$ cat config.mk
export PLATFORM = sky130hd
export DESIGN_NAME = axis_packet_switch
export DESIGN_NICKNAME = d
export VERILOG_FILES = /design/src/rtl/axis_switch_pkg.sv /design/src/rtl/round_robin_arbiter.sv /design/src/rtl/simple_1ck_fifo.sv /design/src/rtl/axis_packet_switch.sv
export SDC_FILE = /design/constraint.sdc
export NUM_CORES = 1
export LEC_CHECK = 0
export CELL_PAD_IN_SITES_DETAIL_PLACEMENT = 1
export CELL_PAD_IN_SITES_GLOBAL_PLACEMENT = 1
export CORE_ASPECT_RATIO = 1.25
export CORE_MARGIN = 2
export CORE_UTILIZATION = 45
export DETAILED_ROUTE_END_ITERATION = 6
export HOLD_SLACK_MARGIN = 0.15
export PLACE_DENSITY = 0.8
export SLEW_MARGIN = 20
export SYNTH_ARGS = -nofsm -noshare
export SYNTH_HDL_FRONTEND = slang
export SYNTH_HIERARCHICAL = 1
export SYNTH_SLANG_ARGS = --single-unit
$ cat constraint.sdc
create_clock -name clk -period 8.7 [get_ports clk]
set_input_delay 2.175 -clock clk [delete_from_list [all_inputs] [get_ports clk]]
set_output_delay 2.175 -clock clk [all_outputs]
set_load 0.05 [all_outputs]
$ cat src/rtl/axis_switch_pkg.sv
// Shared definitions for the AXI-Stream packet switch.
//   arb_mode_e        : arbitration policy selector (round-robin / fixed priority)
//   IDLE / LOCKED     : per-master path state encoding
//   one_hot_to_binary : index of the set bit in a one-hot vector (up to 32 bits)
package axis_switch_pkg;

    typedef enum logic [0:0] {
        ARB_ROUND_ROBIN    = 1'b0,
        ARB_FIXED_PRIORITY = 1'b1
    } arb_mode_e;

    localparam logic [0:0] IDLE   = 1'b0;
    localparam logic [0:0] LOCKED = 1'b1;

    // OR-ing the indices is exact for a one-hot input and yields 0 for all-zero.
    function automatic logic [31:0] one_hot_to_binary(input logic [31:0] one_hot);
        logic [31:0] idx;
        idx = '0;
        for (int i = 0; i < 32; i++) begin
            if (one_hot[i]) begin
                idx = idx | 32'(i);
            end
        end
        return idx;
    endfunction

endpackage

$ cat src/rtl/round_robin_arbiter.sv
// Round-robin arbiter: grants the first requester at or after the pointer.
// The pointer moves past the winner only when the grant is actually taken.
//   clk, resn : clock, synchronous active-low reset
//   req       : request vector
//   take      : current grant is consumed this cycle
//   grant     : one-hot grant (combinational)
module round_robin_arbiter
    import axis_switch_pkg::*;
#(
    parameter int N = 4
) (
    input  logic         clk,
    input  logic         resn,
    input  logic [N-1:0] req,
    input  logic         take,
    output logic [N-1:0] grant
);
    localparam int PW = $clog2(N);

    logic [PW-1:0] ptr_reg;
    logic [31:0]   grant_idx;

    always_comb begin
        int  idx;
        logic found;
        grant = '0;
        found = 1'b0;
        for (int k = 0; k < N; k++) begin
            idx = int'(ptr_reg) + k;
            if (idx >= N) idx = idx - N;
            if (!found && req[idx]) begin
                grant[idx] = 1'b1;
                found      = 1'b1;
            end
        end
    end

    assign grant_idx = one_hot_to_binary(32'(grant));

    always_ff @(posedge clk) begin
        if (!resn) begin
            ptr_reg <= '0;
        end else if (take && (|grant)) begin
            ptr_reg <= (grant_idx >= 32'(N - 1)) ? '0 : PW'(grant_idx + 32'd1);
        end
    end

endmodule

$ cat src/rtl/simple_1ck_fifo.sv
// Single-clock FIFO with registered write and the head word presented
// combinationally from storage (first-word fall-through).
//   clk, resn       : clock, synchronous active-low reset (pointers only)
//   wr_en, wr_data  : push (ignored when full)
//   rd_en, rd_data  : pop (ignored when empty), current head word
//   full, empty     : occupancy flags, both registered-state derived
module simple_1ck_fifo #(
    parameter int WIDTH = 8,
    parameter int DEPTH = 8
) (
    input  logic             clk,
    input  logic             resn,
    input  logic             wr_en,
    input  logic [WIDTH-1:0] wr_data,
    input  logic             rd_en,
    output logic [WIDTH-1:0] rd_data,
    output logic             full,
    output logic             empty
);
    localparam int AW = $clog2(DEPTH);

    logic [WIDTH-1:0] mem [DEPTH];
    logic [AW-1:0]    wr_ptr_reg;
    logic [AW-1:0]    rd_ptr_reg;
    logic [AW:0]      count_reg;
    logic             do_wr;
    logic             do_rd;

    assign full    = (count_reg == (AW+1)'(DEPTH));
    assign empty   = (count_reg == '0);
    assign do_wr   = wr_en && !full;
    assign do_rd   = rd_en && !empty;
    assign rd_data = mem[rd_ptr_reg];

    // Storage is not reset; resetting the pointers discards the contents.
    always_ff @(posedge clk) begin
        if (do_wr) begin
            mem[wr_ptr_reg] <= wr_data;
        end
    end

    always_ff @(posedge clk) begin
        if (!resn) begin
            wr_ptr_reg <= '0;
            rd_ptr_reg <= '0;
            count_reg  <= '0;
        end else begin
            if (do_wr) wr_ptr_reg <= wr_ptr_reg + 1'b1;
            if (do_rd) rd_ptr_reg <= rd_ptr_reg + 1'b1;
            case ({do_wr, do_rd})
                2'b10:   count_reg <= count_reg + 1'b1;
                2'b01:   count_reg <= count_reg - 1'b1;
                default: count_reg <= count_reg;
            endcase
        end
    end

endmodule

$ cat src/rtl/axis_packet_switch.sv
// AXI-Stream crossbar: every slave is buffered in its own FIFO, every master
// has its own arbiter and IDLE/LOCKED path state, so packets to different
// masters flow concurrently. A granted path holds until the tlast beat.
// Heads addressed to a non-existent master are drained and counted.
//   s_axis_*   : per-slave input streams (tid = destination master)
//   m_axis_*   : per-master output streams (tid = source slave)
//   m_busy     : master is locked to a slave
//   drop_count : saturating count of dropped packets
module axis_packet_switch
    import axis_switch_pkg::*;
#(
    parameter int S_PORTS     = 4,
    parameter int M_PORTS     = 4,
    parameter int TID_WIDTH   = 8,
    parameter int TUSER_WIDTH = 8,
    parameter int TDATA_WIDTH = 8,
    parameter int FIFO_DEPTH  = 8,
    parameter int ARB_MODE    = 0
) (
    input  logic                           clk,
    input  logic                           resn,
    input  logic [S_PORTS*TID_WIDTH-1:0]   s_axis_tid,
    input  logic [S_PORTS*TUSER_WIDTH-1:0] s_axis_tuser,
    input  logic [S_PORTS*TDATA_WIDTH-1:0] s_axis_tdata,
    input  logic [S_PORTS-1:0]             s_axis_tvalid,
    input  logic [S_PORTS-1:0]             s_axis_tlast,
    output logic [S_PORTS-1:0]             s_axis_tready,
    output logic [M_PORTS*TID_WIDTH-1:0]   m_axis_tid,
    output logic [M_PORTS*TUSER_WIDTH-1:0] m_axis_tuser,
    output logic [M_PORTS*TDATA_WIDTH-1:0] m_axis_tdata,
    output logic [M_PORTS-1:0]             m_axis_tvalid,
    output logic [M_PORTS-1:0]             m_axis_tlast,
    input  logic [M_PORTS-1:0]             m_axis_tready,
    output logic [M_PORTS-1:0]             m_busy,
    output logic [15:0]                    drop_count
);
    localparam int SW     = $clog2(S_PORTS);
    localparam int WORD_W = 1 + TID_WIDTH + TUSER_WIDTH + TDATA_WIDTH;
    localparam int TID_LO = TUSER_WIDTH + TDATA_WIDTH;

    logic [S_PORTS-1:0]           fifo_full;
    logic [S_PORTS-1:0]           fifo_empty;
    logic [S_PORTS-1:0]           fifo_pop;
    logic [S_PORTS-1:0]           head_last;
    logic [S_PORTS-1:0]           slave_locked;
    logic [S_PORTS-1:0]           slave_dropping;
    logic [S_PORTS-1:0]           drop_last;
    logic [S_PORTS*TID_WIDTH-1:0] head_tid;
    logic [WORD_W-1:0]            head_word [S_PORTS];
    logic [M_PORTS-1:0]           m_locked;
    logic [M_PORTS-1:0]           m_accept;
    logic [M_PORTS*SW-1:0]        src_flat;
    logic [15:0]                  drop_count_reg;
    logic [16:0]                  drop_sum;

    assign s_axis_tready = ~fifo_full & {S_PORTS{resn}};
    assign drop_count    = drop_count_reg;

    // ---------------- per-slave ingress and drop logic ----------------
    genvar gi;
    generate
        for (gi = 0; gi < S_PORTS; gi++) begin : g_slave
            logic [WORD_W-1:0] wr_word;
            logic              bad_tid;
            logic              locked_any;
            logic              egress_pop;
            logic              drop_pop;
            logic              dropping_reg;

            assign wr_word = {s_axis_tlast[gi],
                              s_axis_tid[gi*TID_WIDTH +: TID_WIDTH],
                              s_axis_tuser[gi*TUSER_WIDTH +: TUSER_WIDTH],
                              s_axis_tdata[gi*TDATA_WIDTH +: TDATA_WIDTH]};

            simple_1ck_fifo #(
                .WIDTH (WORD_W),
                .DEPTH (FIFO_DEPTH)
            ) u_fifo (
                .clk     (clk),
                .resn    (resn),
                .wr_en   (s_axis_tvalid[gi] & s_axis_tready[gi]),
                .wr_data (wr_word),
                .rd_en   (fifo_pop[gi]),
                .rd_data (head_word[gi]),
                .full    (fifo_full[gi]),
                .empty   (fifo_empty[gi])
            );

            assign head_last[gi] = head_word[gi][WORD_W-1];
            assign head_tid[gi*TID_WIDTH +: TID_WIDTH] = head_word[gi][TID_LO +: TID_WIDTH];
            assign bad_tid = ({1'b0, head_word[gi][TID_LO +: TID_WIDTH]} >= (TID_WIDTH+1)'(M_PORTS));

            // Which master (if any) owns this slave, and does it pop us now.
            always_comb begin
                locked_any = 1'b0;
                egress_pop = 1'b0;
                for (int m = 0; m < M_PORTS; m++) begin
                    if (m_locked[m] && (src_flat[m*SW +: SW] == SW'(gi))) begin
                        locked_any = 1'b1;
                        if (m_accept[m]) egress_pop = 1'b1;
                    end
                end
            end

            // Once a bad-destination packet starts draining, the rest of it
            // drains too, whatever tid its later beats carry.
            assign drop_pop = !fifo_empty[gi] && !locked_any && (dropping_reg || bad_tid);

            always_ff @(posedge clk) begin
                if (!resn) begin
                    dropping_reg <= 1'b0;
                end else if (drop_pop) begin
                    dropping_reg <= !head_last[gi];
                end
            end

            assign slave_locked[gi]   = locked_any;
            assign slave_dropping[gi] = dropping_reg;
            assign fifo_pop[gi]       = egress_pop | drop_pop;
            assign drop_last[gi]      = drop_pop & head_last[gi];
        end
    endgenerate

    // ---------------- per-master arbitration and egress ----------------
    generate
        for (gi = 0; gi < M_PORTS; gi++) begin : g_master
            logic [0:0]             state_reg;
            logic [SW-1:0]          src_reg;
            logic [S_PORTS-1:0]     req;
            logic [S_PORTS-1:0]     grant;
            logic                   take;
            logic                   valid;
            logic                   last;
            logic [TID_WIDTH-1:0]   tid;
            logic [TUSER_WIDTH-1:0] user;
            logic [TDATA_WIDTH-1:0] data;

            always_comb begin
                req = '0;
                for (int k = 0; k < S_PORTS; k++) begin
                    req[k] = !fifo_empty[k] && !slave_locked[k] && !slave_dropping[k] &&
                             (head_tid[k*TID_WIDTH +: TID_WIDTH] == TID_WIDTH'(gi));
                end
            end

            assign take = (state_reg == IDLE) && (|req);

            if (ARB_MODE == int'(ARB_FIXED_PRIORITY)) begin : g_prio
                // Isolate the lowest set request bit.
                assign grant = req & (~req + S_PORTS'(1));
            end else begin : g_rr
                round_robin_arbiter #(
                    .N (S_PORTS)
                ) u_arb (
                    .clk   (clk),
                    .resn  (resn),
                    .req   (req),
                    .take  (take),
                    .grant (grant)
                );
            end

            always_ff @(posedge clk) begin
                if (!resn) begin
                    state_reg <= IDLE;
                    src_reg   <= '0;
                end else if (state_reg == IDLE) begin
                    if (take) begin
                        state_reg <= LOCKED;
                        src_reg   <= SW'(one_hot_to_binary(32'(grant)));
                    end
                end else if (m_accept[gi] && last) begin
                    state_reg <= IDLE;
                end
            end

            always_comb begin
                valid = 1'b0;
                last  = 1'b0;
                tid   = '0;
                user  = '0;
                data  = '0;
                if (state_reg == LOCKED) begin
                    valid = !fifo_empty[src_reg];
                    last  = head_word[src_reg][WORD_W-1];
                    tid   = TID_WIDTH'(src_reg);
                    user  = head_word[src_reg][TDATA_WIDTH +: TUSER_WIDTH];
                    data  = head_word[src_reg][0 +: TDATA_WIDTH];
                end
            end

            assign m_axis_tvalid[gi]                            = valid;
            assign m_axis_tlast[gi]                             = last;
            assign m_axis_tid[gi*TID_WIDTH +: TID_WIDTH]        = tid;
            assign m_axis_tuser[gi*TUSER_WIDTH +: TUSER_WIDTH]  = user;
            assign m_axis_tdata[gi*TDATA_WIDTH +: TDATA_WIDTH]  = data;
            assign m_accept[gi]                                 = valid & m_axis_tready[gi];
            assign m_locked[gi]                                 = (state_reg == LOCKED);
            assign m_busy[gi]                                   = (state_reg == LOCKED);
            assign src_flat[gi*SW +: SW]                        = src_reg;
        end
    endgenerate

    // ---------------- dropped-packet counter ----------------
    // Several slaves may finish dropping in the same cycle; 17 bits cannot
    // overflow for up to 32 slaves, so saturation is applied once.
    always_comb begin
        drop_sum = {1'b0, drop_count_reg};
        for (int f = 0; f < S_PORTS; f++) begin
            drop_sum = drop_sum + 17'(drop_last[f]);
        end
    end

    always_ff @(posedge clk) begin
        if (!resn) begin
            drop_count_reg <= '0;
        end else begin
            drop_count_reg <= drop_sum[16] ? 16'hFFFF : drop_sum[15:0];
        end
    end

endmodule

# Yosys cells after proc, flatten, opt, wreduce, memory -nomap -nowiden

Memory sizes are Yosys's and may differ from the RTL's. A register that Yosys moved wholly into a read port is not among the register bits.
Index checks and enable logic that the tools add are counted.

Add/sub/neg operators: 52
Order comparisons: 64
Eq/ne operators: 36
Multiplexer cells: 258
Bitwise operators: 38
Reduce and logical (&&, ||, !) cells: 160

Operator list:

| cell                    | number |
|---|---|
| $ge A32 B1 Y1 const B   | 16 |
| $lt A32 B4 Y1 const B   | 16 |
| $mux W32                | 16 |
| $ge A32 B4 Y1 const B   | 12 |
| $sub A32 B4 Y32 const B | 12 |
| $bmux W25 S2            | 4 |
| $mux W25                | 8 |
| $mux W1                 | 141 |
| $logic_and A1 B1 Y1     | 92 |
| $eq A8 B2 Y1 const B    | 8 |
| $mux W4                 | 16 |
| $mux W8                 | 8 |
| $add A17 B1 Y17         | 3 |
| $or A4 B4 Y4            | 12 |
| $bmux W1 S2             | 20 |
| $logic_not A1 Y1        | 36 |
| $demux W1 S2            | 16 |
| $eq A8 B1 Y1 const B    | 4 |
| $ge A8 B3 Y1 const B    | 4 |
| $logic_not A8 Y1        | 4 |
| $mux W2                 | 16 |
| $pmux W4 S2             | 4 |
| $reduce_or A4 Y1        | 8 |
| $add A2 B2 Y3 const B   | 8 |
| other kinds (27)        | 124 |

Flip-flop bits (word level): 80
Memory bits (writable): 800
Input bits: 110
Output and inout port bits: 128
Word-level logic and storage cells: 641
Memories kept: 4

Memory list:

| name                  | words | bits a word | rd ports | clocked after Yosys merged registers in | write ports | RTL line              | RTL |
|---|---|---|---|---|---|---|---|
| g_slave[0].u_fifo.mem | 8     | 25          | 1        | 1                                       | 1           | simple_1ck_fifo.sv:22 | `logic [WIDTH-1:0] mem [DEPTH];` |
| g_slave[1].u_fifo.mem | 8     | 25          | 1        | 1                                       | 1           | simple_1ck_fifo.sv:22 |  |
| g_slave[2].u_fifo.mem | 8     | 25          | 1        | 1                                       | 1           | simple_1ck_fifo.sv:22 |  |
| g_slave[3].u_fifo.mem | 8     | 25          | 1        | 1                                       | 1           | simple_1ck_fifo.sv:22 |  |

# Longest topological paths before layout

Gate-level depths: netlist of the first run.

Word-level depth: 28
Gate-level depth with buffers: 18
Depth with buffers taken out: 15

# Modules after synthesis

The synthesis of the first run kept the hierarchy.

Modules (own cells, without submodules):

| module              | times used | cells an instance | area an instance (µm²) | seq. area each (µm²) |
|---|---|---|---|---|
| simple_1ck_fifo     | 4          | 364               | 8180.3                 | 6266.0 |
| axis_packet_switch  | 1          | 489               | 4717.0                 | 640.6 |
| round_robin_arbiter | 4          | 61                | 565.5                  | 40.0 |

# Worst setup path after synthesis of the first run

OpenSTA, ideal clock, no wires.

Path kind: in2reg
Start: input resn
End: memory g_slave[0].u_fifo/mem[0][0] in the netlist's numbering, enable pin
Library setup time: 0.470 ns
Arrival time: 5.749 ns
Data required time: 8.230 ns
Slack: 2.481 ns
Stages on the path: 5
Buffers on the path: 0
Cells stage by stage: inv_2 nor2_1 and2_1 nand2_4 nor4_1

Word-level cells in the longest chain between the ends: 5

RTL lines:

| element                       | RTL line                 | RTL |
|---|---|---|
| start: declaration            | axis_packet_switch.sv:21 | `input logic resn,` |
| $and A4 B4 Y4                 | axis_packet_switch.sv:56 | `assign s_axis_tready = ~fifo_full & {S_PORTS{resn}};` |
| named net s_axis_tready[0]    | axis_packet_switch.sv:27 | `output logic [S_PORTS-1:0] s_axis_tready,` |
| $and A1 B1 Y1                 | axis_packet_switch.sv:81 | `.wr_en (s_axis_tvalid[gi] & s_axis_tready[gi]),` |
| $logic_and A1 B1 Y1           | simple_1ck_fifo.sv:31    | `assign do_wr = wr_en && !full;` |
| $mux W1                       | simple_1ck_fifo.sv:37    | `if (do_wr) begin` |
| $mux W1 (implied by the code) | simple_1ck_fifo.sv:38    | `mem[wr_ptr_reg] <= wr_data;` |
| end: declaration              | simple_1ck_fifo.sv:22    |  |

The timed path passes the listed nets, and every way through them passes these cells.

==> results.json, run 1 <==
{
  "status": "complete, but fails checks",
  "violations": "DRC",
  "avgSynthCellArea_sq_um": 18.2,
  "holdPathEnd": "g_slave[3].u_fifo/count_reg[3]$_SDFFE_PN0P_",
  "regToRegEndpoint": "drop_count[1]$_SDFF_PN0_",
  "die_h_um": 336,
  "coreArea_sq_um": 87200,
  "nNetsFinal": 2577,
  "syn_to_final_growth_pct": 16.6,
  "power_density_nw_per_um2": 245,
  "drive_above_1_share_pct": 28.5,
  "cts.sinks": 892,
  "drt_pass1_iterations": 7,
  "grt_pass1_wl_mm": 158,
  "setup_viol": 0,
  "insertion_delay_ns": 0.68,
  "cts_buffer_depth": 3,
  "largest_reg_flops": 800,
  "grt_usage_pct": 23.5,
  "drv_cap": 0,
  "htree_levels": 3,
  "cts_made_buffers": 88,
  "drc_errors": 2,
  "drt_iter0_drc": 1988,
  "hold_buffers": 0,
  "hpwl_mm": 69.0,
  "cp_top_family": "multiplexers",
  "antenna_found_initial": 14,
  "holdPathStages": 2,
  "cp.required_ns": 6.53,
  "worst-path-buf-inv": 2,
  "finalSetupTns_ns": 0,
  "grt_pass1_vias": 23700,
  "antenna_left": 0,
  "grt_max_degree": 75,
  "clkTransAtPathRegs_ns": 0.07,
  "num_rows": 121,
  "postCtsSetupBuffers": 0,
  "ioPinCount": 238,
  "cts_tree": "yes",
  "cp-end-kind": "output pin",
  "worst_pin_slew_ns": 1.10,
  "die-area_sq_um": 90600,
  "initial_utilization_pct": 45.5,
  "wl_per_cell_um": 29.0,
  "cp_cell_sequence": "buf_4 > mux4_2 > mux2_2 > mux4_2 > and2_1 > clkdlybuf4s50_1",
  "rsz0062_at_grt": "no",
  "slew_viol_final": 0,
  "startpoint_type": "flop",
  "yosysWarnings": 6,
  "post_cts_resized": 0,
  "ff2ff_setup_slack_ns": 2.65,
  "timing.fmax_mhz": 154,
  "via_count": 21800,
  "place.gp.congestion": 0.795,
  "io_buffer_count": 213,
  "fin_util_pct": 53.0,
  "hold_path.startpoint": "g_slave[3].u_fifo/count_reg[3]$_SDFFE_PN0P_",
  "skew_ns": 0.0546,
  "syn_inst": 2185,
  "finalCritPeriodShare_pct": 74.4,
  "crit_top_cell": "mux4_2",
  "syn_area_sq_um": 39700,
  "p_leak_uw": 0.0146,
  "fp.dieW_um": 270,
  "vdd_drop_max_v": 0.000147,
  "viasPerCell": 5.95,
  "hold_path.class": "flop to flop",
  "crit_slowest_cell": "dfxtp_4",
  "drt-total-wl_mm": 106,
  "layout_min_cycle_time_ns": 6.48,
  "crit_arrival_ns": 4.30,
  "ff2ff_path_depth": 14,
  "slew_headroom_pct": 25.7,
  "grt_overflow": 0,
  "crit_fanout": 33,
  "hold_viol_final": 0,
  "worst_path_largest_cell_delay_ns": 0.81,
  "critPathKind": "flop to output pin",
  "cts_root_buf": "clkbuf_16"
}
[through the flow]
step | power [uW] | cell area [sq um] | hold slack [ns] | setup WS, ns | cells
2_1_floorplan | 6680 | 39800 | 0.464 | 2.48 | 2208
3_3_place_gp | 7230 | 43100 | 0.480 | 2.50 | 3486
3_5_place_dp | 7350 | 43100 | 0.493 | 2.42 | 3486
4_1_cts | 11400 | 46100 | 0.501 | 2.11 | 3649
5_1_grt | 11700 | 46200 | 0.543 | 1.98 | 3656
6_report | 11300 | 46200 | 0.496 | 2.22 | 3657
[cell type report]
class / instances / area (sq um)
Timing Repair Buffer: 259 / 2530
Clock inverter: 59 / 712
Multi-Input combinational cell: 1123 / 13100
Tap cell: 1168 / 1460
Antenna cell: 5 / 12.5
Clock buffer: 104 / 2330
Inverter: 47 / 176
Fill cell: 7942 / 41000
Sequential cell: 892 / 25900
[placed cells by master (no fill, tap or decap), types with 11 or more instances in the layout]
cell type / count
a21oi_1: 40
a21oi_2: 16
and2_1: 105
buf_4: 43
bufinv_16: 14
clkbuf_1: 11
clkbuf_16: 90
clkdlybuf4s50_1: 212
clkinv_1: 13
clkinv_2: 14
conb_1: 24
dfxtp_1: 78
edfxtp_1: 800
ha_1: 53
inv_1: 45
mux2_2: 100
mux2i_1: 29
mux4_2: 284
nand2_1: 57
nand2b_1: 20
nand3_1: 25
nand3b_1: 22
nor2_1: 25
nor2b_1: 16
nor2b_2: 12
nor3_2: 17
nor4_2: 11
o21ai_0: 20
or3b_1: 18
xnor2_1: 22
xor2_1: 16
[worst max-delay path by stage]
stage,startpoint,to,slack (ns),cells after the start
floorplan,resn,g_slave[0].u_fifo/mem[0][0]$_DFFE_PP_,2.48,5
global placement,resn,s_axis_tready[1],2.50,4
detailed placement,flop,drop_count[3]$_SDFF_PN0_,2.42,15
CTS,flop,m_axis_tdata[0],2.11,6
global route,flop,m_axis_tdata[16],1.98,6
finish,flop,m_axis_tdata[1],2.22,6
[worst register-to-register path: cells and delay by family (launching register included)]
kind                     cells  cell delay [ns]
AND/OR/NAND/NOR              7             2.93
adder cells (fa/ha/maj)      3             0.93
multiplexers                 2             0.89
flip-flops                   1             0.81
AO/OA/AOI/OAI                1             0.29
buffers and inverters        1             0.09
[metal layers]
| metal | GRT usage (%) | vias up | share of wire, % |
|---|---|---|---|
| met2 | 40.6 | 779 | 51 |
| met4 | 8.96 | 14 | 2.7 |
| met3 | 4.78 | 145 | 6.7 |
| li1 | - | 9189 | - |
| met1 | 29.4 | 11600 | 39 |
| met5 | 0 | - | 0.089 |
[report_power, final]
part           leakage, uW  switching [uW]  internal [uW]
clock              0.00149            1670           2350
combinational      0.00515            1150           1100
sequential         0.00798             217           4830
Note: power is estimated with default switching activity, not from simulation.
==> run 2: changes to the inputs <==
==> constraint.sdc (replaced) <==
create_clock -name clk -period 6.55 [get_ports clk]
set_input_delay 1.6375 -clock clk [delete_from_list [all_inputs] [get_ports clk]]
set_output_delay 1.6375 -clock clk [all_outputs]
set_load 0.05 [all_outputs]
==> run 2 against run 1 <==
Compared with the run above: critical path depth unchanged; die area did not move; hold slack better by 0.012 ns; sequential share of layout area increased by 0.089 points; sequential cell count unchanged; clock-buffer cell count increased by 9; setup slack worse by 1.7 ns; core utilization shrank 0.092 points; routed wire length rose by 0.70%; the run now ends clean; combinational power grew 30%.
==> results.json, run 2 (synthesis results as in run 1) <==
{
  "antenna_found_initial": 8,
  "layout_min_cycle_time_ns": 6.03,
  "coreArea_sq_um": 87200,
  "viasPerCell": 6.01,
  "vdd_drop_max_v": 0.000228,
  "switching_share_pct": 27.0,
  "cp-end-kind": "output pin",
  "seqPwrFrac_pct": 45.6,
  "startpoint_type": "flop",
  "post_cts_resized": 0,
  "cp.required_ns": 4.91,
  "grt_overflow": 0,
  "hold_viol_final": 0,
  "drt_iter0_drc": 2352,
  "cts_root_buf": "clkbuf_16",
  "fin_util_pct": 52.9,
  "critPathKind": "flop to output pin",
  "slew_viol_final": 0,
  "die-area_sq_um": 90600,
  "die_h_um": 336,
  "clkTransAtPathRegs_ns": 0.06,
  "setup_viol": 0,
  "skew_ns": 0.0418,
  "most-common-layout-cells": "edfxtp_1, mux4_2, clkdlybuf4s50_1",
  "power_density_nw_per_um2": 322,
  "cts_made_buffers": 88,
  "hold_buffers": 0,
  "largest_reg_flops": 800,
  "worst_pin_slew_ns": 1.11,
  "power.total_uw": 14900,
  "place.gp.congestion": 0.828,
  "grt_max_degree": 80,
  "hold_path.class": "flop to flop",
  "layout_commonest_cell": "edfxtp_1",
  "initial_utilization_pct": 45.5,
  "drv_cap": 0,
  "antenna_left": 0,
  "crit_fanout": 33,
  "insertion_delay_ns": 0.68,
  "drive_above_1_share_pct": 28.4,
  "crit_arrival_ns": 4.39,
  "post_dp_cell_area_sq_um": 43200,
  "p_leak_uw": 0.0146,
  "combPwrFrac_pct": 19.6,
  "hpwl_mm": 70.5,
  "status": "completed",
  "via_count": 22000,
  "drt-total-wl_mm": 107,
  "slew_headroom_pct": 25.7,
  "rsz0062_at_grt": "no",
  "finalSetupTns_ns": 0,
  "io_buffer_count": 213,
  "wl_per_cell_um": 29.1,
  "cts.sinks": 892,
  "grt_pass1_vias": 23700,
  "fin_area_sq_um": 46200,
  "p_sw_uw": 4030,
  "clkPwrFrac_pct": 34.8,
  "postCtsSetupBuffers": 0,
  "fp.dieW_um": 270,
  "timing.fmax_mhz": 166,
  "nNetsFinal": 2589,
  "drc_errors": 0,
  "ioPinCount": 238,
  "grt_pass1_wl_mm": 158,
  "num_rows": 121,
  "cts_tree": "yes",
  "finalCritPeriodShare_pct": 92.0,
  "power.internal_uw": 10900,
  "drt_pass1_iterations": 7,
  "syn_to_final_growth_pct": 16.4,
  "htree_levels": 3,
  "cts_buffer_depth": 3,
  "grt_usage_pct": 23.7
}
run 2: changes by cell type in the layout (fill, tap and decap cells not counted), sizes merged:
cell    before  now
clkinv      31   35
buf         47   59
clkbuf     104  113
inv         58   52
bufinv      14    9
diode        5    2
run 2: worst max-delay path, cell delays in order (launching register included):
cell and delay (ns):
dfxtp_4 0.79, buf_4 0.48, mux4_2 0.57, mux2_2 0.41, mux4_2 0.50, and2_1 0.21, clkdlybuf4s50_1 0.71
run 2: routing by layer:
layer | vias up | global-route usage, % | wire (um)
li1 | 9228 | - | -
met1 | 11800 | 30.0 | 41500
met2 | 836 | 40.5 | 54200
met3 | 151 | 5.16 | 8040
met4 | 10 | 7.85 | 2970
met5 | - | 0 | 56
run 2: path summary, 6_finish.rpt:
path / endpoint / cells after the start / slack, ns / startpoint
worst max-delay path: m_axis_tuser[13] / 6 / 0.52 / flop
worst min-delay path: g_slave[3].u_fifo/count_reg[3]$_SDFFE_PN0P_ / 2 / 0.51 / g_slave[3].u_fifo/count_reg[3]$_SDFFE_PN0P_
worst max register to register: drop_count[1]$_SDFF_PN0_ / 15 / 0.92 / flop
worst min register to register: g_slave[3].u_fifo/count_reg[3]$_SDFFE_PN0P_ / 2 / 0.51 / g_slave[3].u_fifo/count_reg[3]$_SDFFE_PN0P_
run 2: power groups by stage:
stage / clock network (uW) / logic, uW / registers, uW
after floorplan: 0 / 2240 / 6630
after global placement: 0 / 2770 / 6890
after detailed placement: 0 / 2900 / 6920
after CTS: 5260 / 2920 / 6810
after global routing: 5460 / 3090 / 6850
final: 5180 / 2920 / 6790
run 2: per-stage QoR:
stage | worst slack, ns | instances | hold WS (ns)
global placement | 1.00 | 3501 | 0.481
global route | 0.325 | 3668 | 0.548
floorplan | 0.868 | 2208 | 0.464
finish | 0.525 | 3668 | 0.508
CTS | 0.446 | 3666 | 0.510
detailed placement | 0.839 | 3501 | 0.500
run 2: area by class of cell:
class                           count  area, sq um
Sequential cell                   892        25900
Tap cell                         1168         1460
Clock buffer                      113         2420
Multi-Input combinational cell   1123        13100
Antenna cell                        2         5.00
Timing Repair Buffer              271         2560
Clock inverter                     52          548
Inverter                           47          176
Fill cell                        7968        41000
